## config.mk

```make
export PLATFORM = sky130hd
export DESIGN_NAME = mpu_control_fsm
export DESIGN_NICKNAME = d
export VERILOG_FILES = /design/src/rtl/mpu_pkg.sv /design/src/rtl/mpu_insn_decode.sv /design/src/rtl/mpu_control_fsm.sv
export SDC_FILE = /design/constraint.sdc
export NUM_CORES = 1
export LEC_CHECK = 0
export ABC_AREA = 1
export ABC_CLOCK_PERIOD_IN_PS = 2700
export BUFFER_PORTS_ARGS = -buffer_cell sky130_fd_sc_hd__buf_2
export CORE_UTILIZATION = 48
export CTS_BUF_LIST = sky130_fd_sc_hd__clkbuf_16
export DETAILED_ROUTE_END_ITERATION = 10
export GPL_TIMING_DRIVEN = 0
export PLACE_DENSITY = 0.89
export SLEW_MARGIN = 0
export SYNTH_ARGS = -nofsm -noshare
export SYNTH_HDL_FRONTEND = slang
export SYNTH_HIERARCHICAL = 1
export SYNTH_SLANG_ARGS = --single-unit
```

## constraint.sdc

```tcl
create_clock -name clk -period 2.7 [get_ports clk]
set_clock_uncertainty 0.1 [all_clocks]
set_input_delay 0.54 -clock clk [delete_from_list [all_inputs] [get_ports clk]]
set_output_delay 0.54 -clock clk [all_outputs]
set_load 0.01 [all_outputs]
```

## src/rtl/mpu_pkg.sv

```systemverilog
// Shared encodings for the 8-bit soft MPU: ALU selects, opcode/sub-op values,
// instruction field positions and the control FSM state type.
package mpu_pkg;

  localparam logic [2:0] ALU_AND  = 3'b000;
  localparam logic [2:0] ALU_OR   = 3'b001;
  localparam logic [2:0] ALU_ADD  = 3'b010;
  localparam logic [2:0] ALU_SUB  = 3'b011;
  localparam logic [2:0] ALU_NOT  = 3'b100;
  localparam logic [2:0] ALU_INC  = 3'b101;
  localparam logic [2:0] ALU_DEC  = 3'b110;
  localparam logic [2:0] ALU_PASS = 3'b111;

  localparam logic [2:0] OP_EXT   = 3'b111;
  localparam logic [1:0] SUB_LDI  = 2'b00;
  localparam logic [1:0] SUB_JZ   = 2'b01;
  localparam logic [1:0] SUB_RSVD = 2'b10;
  localparam logic [1:0] SUB_HALT = 2'b11;

  localparam int OP_MSB = 7;
  localparam int OP_LSB = 5;
  localparam int RD_MSB = 4;
  localparam int RD_LSB = 3;
  localparam int RS_MSB = 2;
  localparam int RS_LSB = 1;

  typedef enum logic [2:0] {
    ST_RESET    = 3'd0,
    ST_FETCH    = 3'd1,
    ST_DECODE   = 3'd2,
    ST_EXEC     = 3'd3,
    ST_IMM      = 3'd4,
    ST_IMM_EXEC = 3'd5,
    ST_HALT     = 3'd6
  } state_t;

  typedef enum logic [2:0] {
    CLS_ALU  = 3'd0,
    CLS_LDI  = 3'd1,
    CLS_JZ   = 3'd2,
    CLS_RSVD = 3'd3,
    CLS_HALT = 3'd4
  } op_class_t;

endpackage

```

## src/rtl/mpu_insn_decode.sv

```systemverilog
// Combinational instruction decoder: splits IR into op class, ALU select and
// register indices.
module mpu_insn_decode
  import mpu_pkg::*;
#(
  parameter int DATA_W = 8
) (
  input  logic [DATA_W-1:0] ir,
  output op_class_t         op_class,
  output logic [2:0]        alu_sel,
  output logic [1:0]        rd,
  output logic [1:0]        rs
);

  logic [2:0] op;
  logic       unused_ir;

  assign op        = ir[OP_MSB:OP_LSB];
  assign rd        = ir[RD_MSB:RD_LSB];
  assign rs        = ir[RS_MSB:RS_LSB];
  assign unused_ir = ^ir;

  // Register ops carry their ALU select directly in the opcode field.
  assign alu_sel = (op == OP_EXT) ? ALU_PASS : op;

  always_comb begin
    op_class = CLS_ALU;
    if (op == OP_EXT) begin
      case (rs)
        SUB_LDI:  op_class = CLS_LDI;
        SUB_JZ:   op_class = CLS_JZ;
        SUB_RSVD: op_class = CLS_RSVD;
        default:  op_class = CLS_HALT;
      endcase
    end
  end

endmodule

```

## src/rtl/mpu_control_fsm.sv

```systemverilog
// Multi-cycle control unit for the 8-bit soft MPU: fetches over req/ack,
// decodes, and drives the ALU select and datapath strobes.
module mpu_control_fsm
  import mpu_pkg::*;
#(
  parameter int DATA_W     = 8,
  parameter bit RSVD_HALTS = 1'b0
) (
  input  logic              clk,
  input  logic              rst,
  input  logic [DATA_W-1:0] mem_rdata,
  input  logic              mem_ack,
  input  logic              zero_flag,
  output logic              mem_req,
  output logic              ir_load,
  output logic              imm_load,
  output logic              pc_inc,
  output logic              pc_load,
  output logic [2:0]        alu_sel,
  output logic              a_src_imm,
  output logic              reg_we,
  output logic              flag_we,
  output logic [1:0]        reg_dst,
  output logic [1:0]        reg_src,
  output logic              halted
);

  // Handshake: mem_req stays high until mem_ack; the cycle with both high
  // transfers mem_rdata. mem_ack in any other state is ignored.

  state_t             state, state_nxt;
  logic [DATA_W-1:0]  ir;
  op_class_t          dec_class;
  logic [2:0]         dec_alu_sel;
  logic [1:0]         dec_rd;
  logic [1:0]         dec_rs;

  mpu_insn_decode #(.DATA_W(DATA_W)) u_decode (
    .ir       (ir),
    .op_class (dec_class),
    .alu_sel  (dec_alu_sel),
    .rd       (dec_rd),
    .rs       (dec_rs)
  );

  always_ff @(posedge clk or posedge rst) begin
    if (rst) begin
      state <= ST_RESET;
      ir    <= '0;
    end else begin
      state <= state_nxt;
      if (ir_load) ir <= mem_rdata;
    end
  end

  always_comb begin
    state_nxt = state;
    mem_req   = 1'b0;
    ir_load   = 1'b0;
    imm_load  = 1'b0;
    pc_inc    = 1'b0;
    pc_load   = 1'b0;
    alu_sel   = 3'b000;
    a_src_imm = 1'b0;
    reg_we    = 1'b0;
    flag_we   = 1'b0;
    reg_dst   = 2'b00;
    reg_src   = 2'b00;
    halted    = 1'b0;

    if (state != ST_RESET) begin
      reg_dst = dec_rd;
      reg_src = dec_rs;
    end

    case (state)
      ST_RESET: state_nxt = ST_FETCH;
      ST_FETCH: begin
        mem_req = 1'b1;
        if (mem_ack) begin
          ir_load   = 1'b1;
          pc_inc    = 1'b1;
          state_nxt = ST_DECODE;
        end
      end
      ST_DECODE: begin
        case (dec_class)
          CLS_ALU:  state_nxt = ST_EXEC;
          CLS_LDI,
          CLS_JZ:   state_nxt = ST_IMM;
          CLS_RSVD: state_nxt = RSVD_HALTS ? ST_HALT : ST_FETCH;
          default:  state_nxt = ST_HALT;
        endcase
      end
      ST_EXEC: begin
        alu_sel   = dec_alu_sel;
        reg_we    = 1'b1;
        flag_we   = 1'b1;
        state_nxt = ST_FETCH;
      end
      ST_IMM: begin
        mem_req = 1'b1;
        if (mem_ack) begin
          imm_load  = 1'b1;
          pc_inc    = 1'b1;
          state_nxt = ST_IMM_EXEC;
        end
      end
      ST_IMM_EXEC: begin
        // Only LDI and JZ can reach here; JZ never writes registers or flags.
        if (dec_class == CLS_LDI) begin
          alu_sel   = ALU_PASS;
          a_src_imm = 1'b1;
          reg_we    = 1'b1;
          flag_we   = 1'b1;
        end else begin
          pc_load = zero_flag;
        end
        state_nxt = ST_FETCH;
      end
      ST_HALT: halted = 1'b1;
      default: state_nxt = ST_RESET;
    endcase
  end

endmodule

```

* Word-level counts from Yosys, hierarchy flattened *
Cells that the tools add are included.

word-level totals
  bits in registers = 11
  word-level logic and storage cells = 47

cells by class
  reduce and logical (&&, ||, !) cells = 8
  eq/ne operators = 14
  mux-type cells = 22
  bitwise logic cells = 1

operators by type and width
  cell                  number
  $pmux W3 S3           2
  $mux W3               5
  $pmux W3 S5           1
  $eq A3 B2 Y1 const B  4
  $eq A3 B3 Y1 const B  4
  $mux W1               10
  $eq A3 B1 Y1 const B  2
  $logic_not A3 Y1      2
  $pmux W3 S2           1
  $mux W2               2
  $ne A2 B2 Y1 const B  2
  $reduce_or A2 Y1      2
  $reduce_and A3 Y1     1
  $reduce_bool A3 Y1    1
  $reduce_or A3 Y1      1
  $eq A2 B1 Y1 const B  1
  $eq A2 B2 Y1 const B  1
  $logic_not A2 Y1      1
  $pmux W1 S2           1
  $not A1 Y1            1

* Depth between registers and ports, before layout *
Gate-level depths: netlist of run 1.

  word-level depth = 7
  depth in mapped cells = 11
  gate-level depth less buffers = 11

* Modules after synthesis *
Netlist of run 1, hierarchy kept.

modules (own cells, without submodules)
  module           cells an instance  seq. area each (um^2)  area each (um^2)  times used
  mpu_control_fsm  100                275.3                  666.9             1
  mpu_insn_decode  19                 0.0                    120.1             1

* Least setup slack after synthesis of run 1 *
No wires, ideal clock.

  kind = register to output
  start = reg ir[2]
  end = out reg_we
  slack = 0.447 ns
  stages on the path, launching flop included = 10
  arrival time = 1.613 ns
  cells stage by stage = dfrtp_1 -> ha_1 -> inv_1 -> o21ai_0 -> nor2_1 -> inv_1 -> nor3_1 -> nand3_1 -> o21ai_0 -> buf_4

on the way
  word-level cells in the longest chain between the ends = 6

RTL lines
  element                                     RTL line                RTL
  start, declared                             mpu_control_fsm.sv:32   logic [DATA_W-1:0] ir;
  start signal, assigned                      mpu_control_fsm.sv:52   if (ir_load) ir <= mem_rdata;
  $eq A2 B2 Y1, or another cell as far along  mpu_insn_decode.sv:29   case (rs)
  $pmux W3 S3 (*)                             mpu_insn_decode.sv:29
  $mux W3 (*)                                 mpu_insn_decode.sv:28   if (op == OP_EXT) begin
  named net dec_class[0]                      mpu_control_fsm.sv:33   op_class_t dec_class;
  $eq A3 B1 Y1 (*)                            mpu_control_fsm.sv:111  if (dec_class == CLS_LDI) begin
  $mux W1 (*)                                 -
  $pmux W1 S2 (*)                             -
  end, declared                               mpu_control_fsm.sv:21   output logic reg_we,

The timed path passes the listed nets; every way through them passes the cells marked *.

* Worst setup path after layout of run 1 *
  start = reg ir[1]
  end = out reg_we

on the way
  word-level cells in the longest chain between the ends = 6

RTL lines
  element                                     RTL line                RTL
  $eq A2 B2 Y1, or another cell as far along  mpu_insn_decode.sv:29
  $pmux W3 S3 (*)                             mpu_insn_decode.sv:29
  $mux W3 (*)                                 mpu_insn_decode.sv:28
  named net dec_class[0]                      mpu_control_fsm.sv:33
  $eq A3 B1 Y1 (*)                            mpu_control_fsm.sv:111
  $mux W1 (*)                                 mpu_control_fsm.sv:111
  $pmux W1 S2 (*)                             mpu_control_fsm.sv:76   case (state)

Marks and branches as above.

==> summary.md, run 1 <==
| Metric | Value |
|---|---|
| Outcome | `completed` |
| Clock share of power | `0.617` |
| H-tree depth | `1` |
| Crit path from | `ir[1]` |
| Routed WL per cell | `11.0 um` |
| Ports | `28` |
| Post-DP HPWL | `1300 um` |
| Clock buffer count from CTS | `3` |
| Starting Density | `0.543` |
| Die height | `41.5 um` |
| All-Layer GR Usage | `0.217` |
| Routability Congestion | `0.900` |
| Initial antenna violation count | `0` |
| Die footprint | `1730 sq um` |
| Fmax achieved | `0.393 GHz` |
| Max stage delay cell, worst path | `dfrtp_1` |
| Post-Layout Inst Area | `998 sq um` |
| Via count | `789` |
| Die Wd | `41.5 um` |
| Final Cycle Share | `0.943` |
| Final Max Slew Viols | `0` |
| Kind of critical path | `reg -> out` |
| Most used cell, CP | `inv_1` |
| Worst Path Max Fanout | `5` |
| Slew Limit Headroom | `0.680` |
| Clock Path Buffers | `2` |
| Hold Path Class | `in -> async` |
| DRT iter0 DRCs | `29` |
| Net count after synthesis | `130` |
| CTS tree | `yes` |
| Post-route minimum period | `2550 ps` |
| ANT cells | `0` |
| Detailed Routing Iterations Pass 1 | `5` |
| Placed Area | `900 sq um` |
| Final WL | `1760 um` |
| Clock Sinks | `10` |
| Max-cap viol count | `0` |
| Fill count | `109` |
| Total power | `0.423 mW` |
| Switching Share | `0.174` |
| Total core area | `1380 sq um` |
| Logic gate share of total power | `0.027` |
| Peak VDD IR | `0.465 mV` |
| Crit start category | `register` |
| Seq pwr share | `0.356` |
| R2R cell count | `11` |
| Setup ws final | `154 ps` |
| WP buf/inv | `4` |
| Largest net degree at the start of global routing | `11` |
| ANT nets after route | `0` |
| GR Overflow Total | `0` |
| Vias in the first global route | `729` |
| Worst Path Arrival | `1910 ps` |
| # rows | `13` |
| Global-route wire length before repair | `2910 um` |
| R2R Path End | `state[0]` |
| # port buffers | `26` |
| Worst-margin pin slew | `477 ps` |
| Final setup vio count | `0` |
| Nets | `161` |
| Synth warn | `6` |
| WP data required | `2060 ps` |
| Static Leak | `0.599 nW` |
| Worst path cell trace | `inv_1, ha_1, o21ai_0, nor2_1, inv_1, nor3_4, nand3_2, o21ai_2, buf_4, buf_2` |
| Pre-CTS setup slack | `267 ps` |
| Crit end category | `primary output` |
| Setup bufs post-CTS | `0` |
| Family with the most delay on the worst path | `simple AND/OR/NAND/NOR gates` |
| Worst-Skew Late Latency | `230 ps` |
| TNS Setup | `0 ps` |
| RR Startpoint | `ir[1]` |
| Via density per instance | `4.93` |
| Clock transition at path regs | `40 ps` |
| Drt drc | `0` |
| Reg2reg setup slack | `900 ps` |
| Root Driver | `clkbuf_16` |
| Area Growth Syn to Fin | `33.0%` |
| Hold Violations, Final | `0` |
| Mapped cell area | `751 sq um` |
| Slowest stage delay, CP | `400 ps` |
| Layout cell share with drive strength beyond 1 | `0.317` |
| Pwr per Cell Area | `424 nW/um^2` |
| Post-synthesis average cell area | `6.53 sq um` |
| Syn Inst Count | `115` |
| Cell-internal power | `0.350 mW` |
| RSZ-0062 raised after global routing | `false` |
| Sw power | `0.0735 mW` |
## sequential cells by signal, summed over array words and instances, names as in the netlist
register / count
state: 3
ir: 7
## worst register-to-register path: cells and delay by family (launching register included)
family,cells,cell delay [ps]
flops,1,390
buf+inv,2,120
simple gates,8,790
fa+ha+maj,1,280
## layer usage
layer | global-route usage | vias to the layer above | routed length (um) | part of all wire
met2 | 0.388 | 35 | 920 | 0.52
met1 | 0.248 | 339 | 702 | 0.40
li1 | - | 408 | - | -
met4 | 0.129 | 0 | 51 | 0.029
met3 | 0.0174 | 7 | 82 | 0.047
met5 | 0 | - | 0 | 0
## final cells by class
type                    instances  area, sq um  share of cell area
plain buffers                   9         53.8              0.0539
clock buffers                   3         75.1              0.0752
clock inverters                 1         3.75             0.00376
inverters                      19         76.3              0.0764
multi-input cells              77          390               0.391
flip-flops and latches         10          250               0.251
well taps                      15         18.8              0.0188
repair buffers                 26          130               0.130
## power groups by stage
stage / Clock, mW / Sequential, mW / Combinational (mW)
floorplan: 0 / 0.153 / 0.00285
global placement: 0 / 0.153 / 0.0109
detailed placement: 0 / 0.153 / 0.0115
CTS: 0.264 / 0.151 / 0.0116
global route: 0.272 / 0.150 / 0.0129
finish: 0.261 / 0.151 / 0.0115
## layout by cell type, fill, tap and decap left out
master     instances
clkinv_1           1
o211ai_1           1
buf_2             27
nor2_2             1
o21ai_0            3
nor3_1             1
inv_2              2
dfrtp_1           10
nand3_4            1
nand3_2            3
nand3_1            4
buf_4              5
nor3_4             1
inv_1             16
nor2_1            16
nand2_1           40
o21ai_2            1
nor2_4             1
ha_1               3
clkbuf_1           3
a21oi_1            1
clkinv_4           1
clkbuf_16          3
## through the flow
stage	hold WS, ps	util	cells
after floorplan	280	-	115
after global placement	368	0.651	156
after detailed placement	368	0.651	156
after CTS	184	0.708	160
after global routing	208	0.722	160
final	172	0.722	160
## worst max-delay path by stage
stage,cells past startpoint,to
CTS,10,reg_we
global route,10,reg_we
detailed placement,10,reg_we
finish,10,reg_we
floorplan,9,reg_we
global placement,10,reg_we
## timing repair
action / in CTS / in global routing
hold buffers: 0 / 0
resized for setup: 0 / 5
endpoints found under the setup margin: 0 / 5
Power figures use the tool's default switching activity.
==> inputs of run 2 (changes only) <==
--- a/config.mk
+++ b/config.mk
@@ -11,8 +11,8 @@
 export CORE_UTILIZATION = 48
 export CTS_BUF_LIST = sky130_fd_sc_hd__clkbuf_16
 export DETAILED_ROUTE_END_ITERATION = 10
-export GPL_TIMING_DRIVEN = 0
 export PLACE_DENSITY = 0.89
+export RECOVER_POWER = 50
 export SLEW_MARGIN = 0
 export SYNTH_ARGS = -nofsm -noshare
 export SYNTH_HDL_FRONTEND = slang
==> run 2 against run 1 <==
  * Final cell count fell by 6.3%
  * Non-clock buffer count shrank 9
  * Global-route usage shrank 1.4 points
  * Critical path type unchanged
==> summary.md, run 2 (same netlist as run 1, synthesis figures left out) <==
| Metric | Value |
|---|---|
| Routed WL per cell | `10.9 um` |
| Final Cycle Share | `0.925` |
| Global-route wire length before repair | `2730 um` |
| WP data required | `2060 ps` |
| Layout cell share with drive strength beyond 1 | `0.267` |
| Clock Path Buffers | `2` |
| Sequential Area | `250 sq um` |
| Reg with most FFs | `ir` |
| Highest Signal Layer | `met4` |
| Hold Path Class | `in -> async` |
| Max reg flops | `7` |
| Min Hold Slack | `175 ps` |
| Setup bufs post-CTS | `0` |
| Vias in the first global route | `651` |
| Multi-input gate area | `360 sq um` |
| Regs by FF count | `ir: 7 flops, state: 3 flops` |
| Crit start category | `register` |
| Fmax achieved | `0.401 GHz` |
| Worst Path Max Fanout | `9` |
| Ports | `28` |
| CTS tree | `yes` |
| Fill count | `100` |
| Kind of critical path | `reg -> out` |
| Final Max Slew Viols | `0` |
| Total power | `0.415 mW` |
| All-Layer GR Usage | `0.203` |
| Area Growth Syn to Fin | `21.3%` |
| Post-cts resize count | `0` |
| Crit end category | `primary output` |
| Worst-margin pin slew | `511 ps` |
| Die Wd | `41.5 um` |
| Reg2reg setup slack | `1000 ps` |
| Clock transition at path regs | `40 ps` |
| Worst-Skew Late Latency | `230 ps` |
| Clock buffer count from CTS | `3` |
| Via density per instance | `5.00` |
| Wl on met1 | `686 um` |
| Initial antenna violation count | `0` |
| H-tree depth | `1` |
| Cts hold-fix bufs | `0` |
| Root Driver | `clkbuf_16` |
| ANT cells | `0` |
| Die height | `41.5 um` |
| Hold Violations, Final | `0` |
| Starting Density | `0.543` |
| Post-DP HPWL | `1220 um` |
| Via count | `750` |
| Most common cell after layout, fill and taps aside | `nand2_1` |
| Static Leak | `0.567 nW` |
| Peak VDD IR | `0.404 mV` |
| Clock Sinks | `10` |
| Pwr per Cell Area | `456 nW/um^2` |
| Detailed Routing Iterations Pass 1 | `4` |
| Slew Limit Headroom | `0.657` |
| Largest net degree at the start of global routing | `11` |
| Routability Congestion | `0.876` |
| Nets | `152` |
| Max-cap viol count | `0` |
| Total core area | `1380 sq um` |
| Final setup vio count | `0` |
| Final WL | `1640 um` |
| WL met2 | `811 um` |
| Post-route minimum period | `2500 ps` |
| # port buffers | `26` |
| Outcome | `completed` |
| DRT iter0 DRCs | `27` |
| Most frequent cells in the layout | `40 x nand2_1, 26 x buf_2, 17 x inv_1, 17 x nor2_1, 10 x dfrtp_1` |
| # rows | `13` |
| Met3 wire len | `112 um` |
| ANT nets after route | `0` |
| Drt drc | `0` |
| Die footprint | `1730 sq um` |
| RSZ-0062 raised after global routing | `false` |
| Worst Path Arrival | `1860 ps` |
| TNS Setup | `0 ps` |
| GR Overflow Total | `0` |
run 2: path summary, 6_finish.rpt:
path | startpoint | endpoint | cells after the start
max in group asynchronous | rst | state[1] | 2
setup reg to reg | state[0] | ir[7] | 6
hold / removal | rst | ir[3] | 2
hold reg to reg | ir[3] | ir[3] | 2
setup / recovery | state[0] | pc_inc | 5
min in group clk | ir[3] | ir[3] | 2
run 2: critical path: stages (launching register included):
cell and delay, ps:
dfrtp_1 420, inv_1 100, nor2_1 320, nand3_1 390
o21ai_0 220, buf_2 170
run 2: metrics by stage:
stage	area (sq um)	util	worst slack (ps)	cells
after global routing	911	0.659	22.9	150
after global placement	846	0.612	436	147
after floorplan	751	-	447	115
after detailed placement	846	0.612	342	147
final	911	0.659	204	150
after CTS	921	0.666	87.0	150
run 2: cell type report:
| type | count | area share |
|---|---|---|
| inverters | 19 | 0.0838 |
| multi-input cells | 77 | 0.396 |
| repair buffers | 26 | 0.143 |
| flip-flops and latches | 10 | 0.275 |
| well taps | 15 | 0.0206 |
| clock buffers | 3 | 0.0824 |
run 2: per-layer routing:
| metal | up-vias | GRT usage |
|---|---|---|
| li1 | 380 | - |
| met3 | 6 | 0.0130 |
| met1 | 327 | 0.251 |
| met2 | 37 | 0.353 |
| met4 | 0 | 0.103 |
| met5 | - | 0 |
run 2: where the power goes:
group | switching [mW] | total (mW) | internal (mW)
Combinational | 0.00565 | 0.0109 | 0.00520
Sequential | 0 | 0.151 | 0.151
Clock | 0.0623 | 0.254 | 0.191
Total | 0.0680 | 0.415 | 0.347
==> inputs of run 3 (changes only) <==
--- a/config.mk
+++ b/config.mk
@@ -12,7 +12,7 @@
 export CTS_BUF_LIST = sky130_fd_sc_hd__clkbuf_16
 export DETAILED_ROUTE_END_ITERATION = 10
 export PLACE_DENSITY = 0.89
-export RECOVER_POWER = 50
+export RECOVER_POWER = 100
 export SLEW_MARGIN = 0
 export SYNTH_ARGS = -nofsm -noshare
 export SYNTH_HDL_FRONTEND = slang
==> run 3 against run 2 <==
  * Combinational power barely moved
  * Cell area decreased by 1.6%
  * Die area unchanged
  * Worst setup slack worse by 5.3 ps
  * Sequential power about the same
  * Final cell count is the same
  * Total power is essentially flat
  * Utilization is 1.1 points lower
  * Count of clock-buffer cells in the layout stayed put
  * Worst hold slack worse by 3.6 ps
==> summary.md, run 3 (same netlist as run 1, synthesis figures left out) <==
| Metric | Value |
|---|---|
| Cts hold-fix bufs | `0` |
| Static Leak | `0.516 nW` |
| Drt drc | `0` |
| Worst Path Max Fanout | `5` |
| Die Wd | `41.5 um` |
| Most common cell after layout, fill and taps aside | `nand2_1` |
| Via count | `744` |
| Vias in the first global route | `651` |
| Final WL | `1630 um` |
| Largest net degree at the start of global routing | `11` |
| CTS tree | `yes` |
| Worst path cell trace | `ha_1, inv_1, o21ai_0, nor2_1, inv_1, nor3_2, nand3_2, o21ai_0, clkbuf_2` |
| Post-route minimum period | `2500 ps` |
| Worst-Skew Late Latency | `230 ps` |
| ANT cells | `0` |
| Peak VDD IR | `0.397 mV` |
| Via density per instance | `4.96` |
| Starting Density | `0.543` |
| Regs by FF count | `ir: 7 flops, state: 3 flops` |
| Post-cts resize count | `0` |
| Clock Path Buffers | `2` |
| Layout cell share with drive strength beyond 1 | `0.178` |
| Post-layout util | `0.648` |
| Final Cycle Share | `0.927` |
| Slowest stage delay, CP | `420 ps` |
| RSZ-0062 raised after global routing | `false` |
| Root Driver | `clkbuf_16` |
| H-tree depth | `1` |
| Outcome | `completed` |
| Hold Path Class | `in -> async` |
| Fmax achieved | `0.400 GHz` |
| Max stage delay cell, worst path | `dfrtp_1` |
| Pwr per Cell Area | `463 nW/um^2` |
| Most frequent cells in the layout | `40 x nand2_1, 17 x inv_1, 17 x nor2_1` |
| Final setup vio count | `0` |
| Routability Congestion | `0.876` |
| Crit end category | `primary output` |
| Slew Limit Headroom | `0.639` |
| Setup bufs post-CTS | `0` |
| R2R cell count | `9` |
| Reg2reg setup slack | `1010 ps` |
| # rows | `13` |
| Initial antenna violation count | `0` |
| Hold Violations, Final | `0` |
| WP data required | `2060 ps` |
| Nets | `152` |
| All-Layer GR Usage | `0.203` |
| TNS Setup | `0 ps` |
| Area Growth Syn to Fin | `19.3%` |
| Clock buffer count from CTS | `3` |
| Ports | `28` |
| Final Max Slew Viols | `0` |
| Kind of critical path | `reg -> out` |
| ANT nets after route | `0` |
| RR Startpoint | `ir[1]` |
| Worst-margin pin slew | `537 ps` |
| Clock transition at path regs | `40 ps` |
| DRT iter0 DRCs | `28` |
| Clock Sinks | `10` |
| Reg with most FFs | `ir` |
| Worst Path Arrival | `1860 ps` |
| # port buffers | `26` |
| Max reg flops | `7` |
| Die footprint | `1730 sq um` |
| Max-cap viol count | `0` |
| Die height | `41.5 um` |
| Post-DP HPWL | `1220 um` |
| Crit path from | `ir[2]` |
| GR Overflow Total | `0` |
| R2R Path End | `state[1]` |
| Detailed Routing Iterations Pass 1 | `4` |
| Crit start category | `register` |
| Total power | `0.415 mW` |
| Routed WL per cell | `10.8 um` |
| Crit path to | `reg_we` |
| Total core area | `1380 sq um` |
| Global-route wire length before repair | `2730 um` |
[run 3: cell types whose count changed in the layout (fill, tap and decap cells not counted), sizes merged]
| cell | before | now |
|---|---|---|
| buf | 26 | 13 |
| clkbuf | 3 | 16 |
[run 3: worst min path at each step]
stage | startpoint | endpoint | slack [ps] | cells after the start
detailed placement | ir[3] | ir[3] | 370 | 2
CTS | rst | ir[3] | 180 | 2
floorplan | rst | ir[1] | 280 | 1
global placement | ir[3] | ir[3] | 370 | 2
finish | rst | ir[3] | 170 | 2
global route | rst | ir[3] | 210 | 2
[run 3: layer usage]
| metal | track usage | share of wire | vias up |
|---|---|---|---|
| met4 | 0.103 | 0.030 | 0 |
| met2 | 0.353 | 0.49 | 31 |
| met3 | 0.0130 | 0.047 | 10 |
| li1 | - | - | 382 |
| met5 | 0 | 0 | - |
| met1 | 0.251 | 0.44 | 321 |
[run 3: power by group]
part | internal (mW) | switching (mW) | total (mW) | leakage [nW]
registers | 0.151 | 0 | 0.151 | 0.129
logic | 0.00520 | 0.00552 | 0.0107 | 0.350
clock network | 0.191 | 0.0621 | 0.253 | 0.0370
[run 3: area by class of cell]
type,instances,area (sq um)
flip-flops and latches,10,250
repair buffers,26,115
fillers,111,487
clock buffers,3,75.1
multi-input cells,77,360
inverters,19,76.3
well taps,15,18.8
[run 3: critical path, delay by kind of cell, from the launching register on]
kind,cells,cell delay (ps)
and+or+nand+nor,3,480
DFF,1,420
buffers and inverters,3,300
AOI/OAI and AO/OA,2,220
adders and majority gates,1,200
[run 3: metrics by stage]
step | std cells | setup slack [ps] | hold slack, ps | cell area [sq um]
after floorplan | 115 | 447 | 280 | 751
after global placement | 147 | 436 | 368 | 846
after detailed placement | 147 | 342 | 365 | 846
after CTS | 150 | 87.0 | 181 | 921
after global routing | 150 | 15.0 | 214 | 896
final | 150 | 198 | 171 | 896
